<file path="src/rtl/uart_arb_pkg.sv">
// Shared types and width helpers for the UART transmit arbiter and its
// round-robin picker.
package uart_arb_pkg;

    typedef enum logic [2:0] {
        IDLE      = 3'd0,
        GRANT     = 3'd1,
        START     = 3'd2,
        WAIT_DONE = 3'd3,
        GUARD     = 3'd4
    } arb_state_t;

    localparam int NUM_REQ_DEF = 4;
    localparam int TIMEOUT_DEF = 4096;
    localparam int GUARD_W     = 4;

    // Index/counter width for a range of n values; never narrower than one bit.
    function automatic int idx_width(input int n);
        return (n > 1) ? $clog2(n) : 1;
    endfunction

    localparam int ID_W_DEF = idx_width(NUM_REQ_DEF);

endpackage

</file>
<file path="src/rtl/uart_rr_pick.sv">
// Combinational round-robin search: first set bit of valid at or after ptr,
// searching upward with wrap-around.
module uart_rr_pick
    import uart_arb_pkg::*;
#(
    parameter int N = NUM_REQ_DEF,
    parameter int W = ID_W_DEF
) (
    input  logic [N-1:0] valid,
    input  logic [W-1:0] ptr,
    output logic [W-1:0] idx,
    output logic         any
);

    // Walking from the far end backwards lets the last hit be the nearest one.
    always_comb begin
        int k;
        logic [W-1:0] k_idx;
        k     = 0;
        k_idx = '0;
        idx   = ptr;
        any   = 1'b0;
        for (int i = N - 1; i >= 0; i--) begin
            k = int'(ptr) + i;
            if (k >= N) begin
                k = k - N;
            end
            k_idx = W'(k);
            if (valid[k_idx]) begin
                idx = k_idx;
                any = 1'b1;
            end
        end
    end

endmodule

</file>
<file path="src/rtl/uart_tx_arbiter.sv">
// Round-robin sequencer sharing one UART transmitter among NUM_REQ byte sources.
// Define UART_ARB_PKT_LOCK_EN to keep the grant on one requester until its req_last byte.
module uart_tx_arbiter
    import uart_arb_pkg::*;
#(
    parameter int  NUM_REQ     = NUM_REQ_DEF,
    parameter int  DATA_W      = 8,
    parameter int  GUARD_TICKS = 2,
    parameter int  TIMEOUT     = TIMEOUT_DEF,
    localparam int ID_W        = idx_width(NUM_REQ)
) (
    input  logic                      clk,
    input  logic                      rst,
    input  logic [NUM_REQ-1:0]        req_valid,
    input  logic [NUM_REQ*DATA_W-1:0] req_data,
    input  logic [NUM_REQ-1:0]        req_last,
    output logic [NUM_REQ-1:0]        req_ready,
    output logic                      tx_start,
    output logic [DATA_W-1:0]         tx_data,
    input  logic                      tx_busy,
    input  logic                      tx_done,
    input  logic                      baud_tick,
    output logic [ID_W-1:0]           grant_id,
    output logic                      err_timeout,
    output arb_state_t                dbg_state
);

    localparam int                 TMO_W      = idx_width(TIMEOUT);
    localparam logic [ID_W-1:0]    LAST_ID    = ID_W'(NUM_REQ - 1);
    localparam logic [TMO_W-1:0]   TMO_LAST   = TMO_W'(TIMEOUT - 1);
    localparam logic [GUARD_W-1:0] GUARD_LAST = GUARD_W'((GUARD_TICKS > 0) ? GUARD_TICKS - 1 : 0);

    arb_state_t         state;
    arb_state_t         state_nx;
    logic [ID_W-1:0]    rr_ptr;
    logic [ID_W-1:0]    pick_idx;
    logic               pick_any;
    logic [ID_W-1:0]    cand_id;
    logic               cand_ok;
    logic               locked;
    logic               xfer;
    logic               tmo_fire;
    logic               guard_end;
    logic [TMO_W-1:0]   tmo_cnt;
    logic [GUARD_W-1:0] guard_cnt;
    logic [DATA_W-1:0]  sel_data;

    uart_rr_pick #(
        .N (NUM_REQ),
        .W (ID_W)
    ) u_pick (
        .valid (req_valid),
        .ptr   (rr_ptr),
        .idx   (pick_idx),
        .any   (pick_any)
    );

    // Handshake: a byte moves on the clk edge where req_valid[i] and req_ready[i]
    // are both high; req_ready is raised only for grant_id and only while in GRANT.
    assign xfer      = (state == GRANT) && req_valid[grant_id];
    assign tmo_fire  = (state == WAIT_DONE) && !tx_done && (tmo_cnt == TMO_LAST);
    assign guard_end = (state == GUARD) &&
                       ((GUARD_TICKS == 0) || (baud_tick && (guard_cnt == GUARD_LAST)));

    // A locked arbiter only considers the requester it is locked to.
    assign cand_id = locked ? grant_id : pick_idx;
    assign cand_ok = locked ? req_valid[grant_id] : pick_any;

    always_comb begin
        sel_data = '0;
        for (int i = 0; i < NUM_REQ; i++) begin
            if (grant_id == ID_W'(i)) begin
                sel_data = req_data[i*DATA_W +: DATA_W];
            end
        end
    end

    always_ff @(posedge clk or negedge rst) begin
        if (!rst) begin
            state <= IDLE;
        end else begin
            state <= state_nx;
        end
    end

    always_comb begin
        state_nx = state;
        case (state)
            IDLE:      if (cand_ok && !tx_busy) state_nx = GRANT;
            GRANT:     state_nx = xfer ? START : IDLE;
            START:     state_nx = WAIT_DONE;
            WAIT_DONE: if (tx_done || tmo_fire) state_nx = GUARD;
            GUARD:     if (guard_end) state_nx = IDLE;
            default:   state_nx = IDLE;
        endcase
    end

    always_comb begin
        req_ready = '0;
        if (state == GRANT) begin
            req_ready[grant_id] = 1'b1;
        end
        tx_start  = (state == START);
        dbg_state = state;
    end

    always_ff @(posedge clk or negedge rst) begin
        if (!rst) begin
            grant_id    <= '0;
            rr_ptr      <= '0;
            tx_data     <= '0;
            tmo_cnt     <= '0;
            guard_cnt   <= '0;
            err_timeout <= 1'b0;
        end else begin
            err_timeout <= tmo_fire;
            if ((state == IDLE) && (state_nx == GRANT)) begin
                grant_id <= cand_id;
            end
            if (xfer) begin
                tx_data <= sel_data;
                rr_ptr  <= (grant_id == LAST_ID) ? '0 : grant_id + 1'b1;
            end
            // START and WAIT_DONE are the sole predecessors of the counted states.
            if (state == START) begin
                tmo_cnt <= '0;
            end else if (state == WAIT_DONE) begin
                tmo_cnt <= tmo_cnt + 1'b1;
            end
            if (state == WAIT_DONE) begin
                guard_cnt <= '0;
            end else if ((state == GUARD) && baud_tick) begin
                guard_cnt <= guard_cnt + 1'b1;
            end
        end
    end

`ifdef UART_ARB_PKT_LOCK_EN
    always_ff @(posedge clk or negedge rst) begin
        if (!rst) begin
            locked <= 1'b0;
        end else if (xfer) begin
            locked <= !req_last[grant_id];
        end else if (tmo_fire) begin
            locked <= 1'b0;
        end
    end
`else
    logic unused_last;
    assign locked      = 1'b0;
    assign unused_last = ^req_last;
`endif

endmodule

</file>
<file path="config.mk">
export PLATFORM = sky130hd
export DESIGN_NAME = uart_tx_arbiter
export DESIGN_NICKNAME = d
export VERILOG_FILES = /design/src/rtl/uart_arb_pkg.sv /design/src/rtl/uart_rr_pick.sv /design/src/rtl/uart_tx_arbiter.sv
export SDC_FILE = /design/constraint.sdc
export NUM_CORES = 1
export LEC_CHECK = 0
export CAP_MARGIN = 40
export CELL_PAD_IN_SITES_DETAIL_PLACEMENT = 1
export CELL_PAD_IN_SITES_GLOBAL_PLACEMENT = 2
export CORE_UTILIZATION = 30
export DETAILED_ROUTE_END_ITERATION = 8
export PLACE_DENSITY = 0.89
export SETUP_SLACK_MARGIN = 0.15
export SKIP_LAST_GASP = 1
export SLEW_MARGIN = 20
export SYNTH_ARGS = -nofsm -noshare
export SYNTH_HDL_FRONTEND = slang
export SYNTH_SLANG_ARGS = --single-unit
</file>
<file path="constraint.sdc">
create_clock -name clk -period 3.4 [get_ports clk]
set_input_delay 0.51 -clock clk [delete_from_list [all_inputs] [get_ports clk]]
set_output_delay 0.51 -clock clk [all_outputs]
set_load 0.01 [all_outputs]
</file>
==> results_dict.tcl <==
set metrics [dict create \
    layout.nets 326 \
    wl_per_cell_um 17.6 \
    track_usage_pct 18.0 \
    fin_crit_ns 2.79 \
    dieWidth_um 85.3 \
    slew_violations 0 \
    numCtsBuffers 5 \
    ys_types 49 \
    grt_setup_unrepaired "false" \
    ant_nets 0 \
    synth_edf_count 0 \
    yosysTopAreaCell "dfrtp_1" \
    final_cells 352 \
    cp_max_fo 9 \
    clock_skew_ns 0.00742 \
    status "completed" \
    cp-startpoint "grant_id[0]$_DFFE_PN0P_" \
    grt_pass1_vias 1986 \
    power_leakage_uw 0.00112 \
    hpwl_um 4390 \
    synth_area_leaders "dfrtp_1 38%, ha_1 4.2%, a21bo_2 3.8%" \
    hp-start "guard_cnt[3]$_DFFE_PN0P_" \
    critPathArrivalTime_ns 2.28 \
    dr.pass1.iters 4 \
    fmax_mhz 358 \
    syn_to_final_growth_pct 37.5 \
    worstSetupStartpointType "register" \
    worst_slew_pin_slew_ns 0.673 \
    start_util_pct 31.9 \
    fillers 733 \
    cts_tree "built" \
    port_buffers 59 \
    clk_latency_ns 0.29 \
    rows 29 \
    finalSetupViolCount 0 \
    holdCritPathClass "reg -> reg" \
    cp-end-kind "output pin" \
    synth_seq_area_share_pct 38.5 \
    hold_viol 0 \
    drive_gt1_share_pct 10.2 \
    grt_max_degree 33 \
    worstSetupPathType "reg -> out" \
    ys_async_sr_fraction_pct 100 \
    cts_resized 0 \
    via_per_inst 5.70 \
    ys_warn_count 0 \
    synth_top_area_share_pct 38.5 \
    tns_ns 0 \
    antenna_found_initial 0 \
    core_mm2 0.00653 \
    grt-ovfl-total 0 \
    r2r_start "grant_id[1]$_DFFE_PN0P_" \
    finalWorstSetupSlack_ns 0.607 \
    ys_ff_latch 32 \
    num_antenna_cells 0 \
    drcViolationCount 0 \
    irDropWorstVdd_mv 0.248 \
    netlist_area_mm2 0.00208 \
    holdBufCountCts 0 \
    clkTransAtPathRegs_ns 0.07 \
    slew_headroom_pct 55.0 \
    cp.required_ns 2.89 \
    power.density_mw_per_mm2 719 \
    synth_nets 272 \
    first_iter_violations 71 \
    post-route-period-util_pct 82.2 \
    wl_um 6180 \
    ys.flop_type "dfrtp_1" \
    gp_congestion 0.763 \
    htreeDepth 2 \
    dp.cells 344 \
    power_uw 2060 \
    dieArea_mm2 0.00728 \
    boundaryPins 64 \
    cts_sinks 32 \
    avgSynthCellArea_um2 9.46 \
    postSynthCellCount 220 \
    grt_first_pass_wirelength_um 10200 \
    post_cts_buffers 0 \
    cts_buffer_depth 2 \
    cts_root_buf "clkbuf_8" \
    cap_violations 0 \
    die_h_um 85.3 \
    dp_slack_ns 0.824 \
    vias 2006 \
]
worst max-delay path: stages, from the launching register on:
cell and delay, ns:
dfrtp_1 0.51, ha_1 0.26, clkinv_1 0.29, nor3_1 0.35, clkdlybuf4s50_1 0.59
cell usage after synthesis (2+ instances only):
cell type and count:
dfrtp_1 32, nand2_1 17, o21ai_0 10, a221oi_1 9, clkbuf_1 9, o22ai_1 9, o31ai_1 9, a21bo_2 8
ha_1 7, nand2b_1 7, nand3_1 6, and3_1 5, buf_1 5, nand4_1 5, nor2b_1 5, nor3b_1 5
a21oi_1 4, and2_1 4, inv_1 4, mux2_2 4, nor2_1 4, o311ai_0 4, a21boi_0 3, a22o_1 3
a311oi_1 3, mux2i_1 3, nand3b_1 3, nor3_1 3, nor4_1 3, o211ai_1 3, a21o_1 2, buf_2 2
nand4b_1 2, o21bai_1 2, or4_1 2
registers in the layout, indices dropped and copies added (netlist names):
register / cells
dbg_state: 3
guard_cnt: 4
grant_id: 2
err_timeout: 1
tmo_cnt: 12
rr_ptr: 2
tx_data: 8
per-stage QoR:
step                      area [µm²]  hold WS [ns]  utilization (%)
final                           2860         0.518             43.8
after global routing            2860         0.553             43.8
after CTS                       2860         0.526             43.8
after detailed placement        2740         0.515             41.9
after global placement          2740         0.493             41.9
after floorplan                 2080         0.214                -
worst paths after layout:
check / end / slack [ns] / cells past startpoint
max: req_ready[3] / 0.61 / 4
min: guard_cnt[3]$_DFFE_PN0P_ / 0.52 / 1
max reg2reg: rr_ptr[1]$_DFFE_PN0P_ / 1.39 / 3
min reg2reg: guard_cnt[3]$_DFFE_PN0P_ / 0.52 / 1
max in group asynchronous: grant_id[0]$_DFFE_PN0P_ / 2.46 / 2
min in group asynchronous: tmo_cnt[6]$_DFFE_PN0P_ / 0.62 / 2
layout make-up:
type / count / area, µm² / share of cell area (%)
sequential: 32 / 801 / 28.0
tap: 77 / 96.3 / 3.37
timing repair buffer: 63 / 621 / 21.7
multi-input combinational: 167 / 1200 / 41.9
inverter: 5 / 18.8 / 0.656
clock inverter: 1 / 30.0 / 1.05
clock buffer: 7 / 96.3 / 3.37
logic make-up after synthesis:
family                   share of synthesized area, %
multiplexers                                     4.69
AND/OR/NAND/NOR                                  21.6
adder cells (fa/ha/maj)                          4.21
AO/OA/AOI/OAI                                    27.1
flip-flops                                       38.5
buffers and inverters                            3.91
layer usage:
metal  vias up  GRT usage, %  share of wire [%]
met4         0          5.61                1.4
li1        957             -                  -
met3         7          3.89                5.0
met2        50          28.1                 46
met1       992          24.9                 48
met5         -             0                  0
layout by cell type (no fill, tap or decap), types with 6 or more instances in the layout:
master,synthesis,final
clkdlybuf4s50_1,0,59
dfrtp_1,32,32
nand2_1,17,17
o21ai_0,10,10
a221oi_1,9,9
o22ai_1,9,9
o31ai_1,9,9
a21bo_2,8,8
nand2b_1,7,7
ha_1,7,7
clkbuf_8,0,7
nand3_1,6,6
report_power, final:
| group | total [µW] | switching, µW | internal (µW) |
|---|---|---|---|
| clock | 411 | 152 | 259 |
| combinational | 995 | 490 | 504 |
| sequential | 654 | 165 | 489 |
Note: power is estimated with default switching activity, not from simulation.
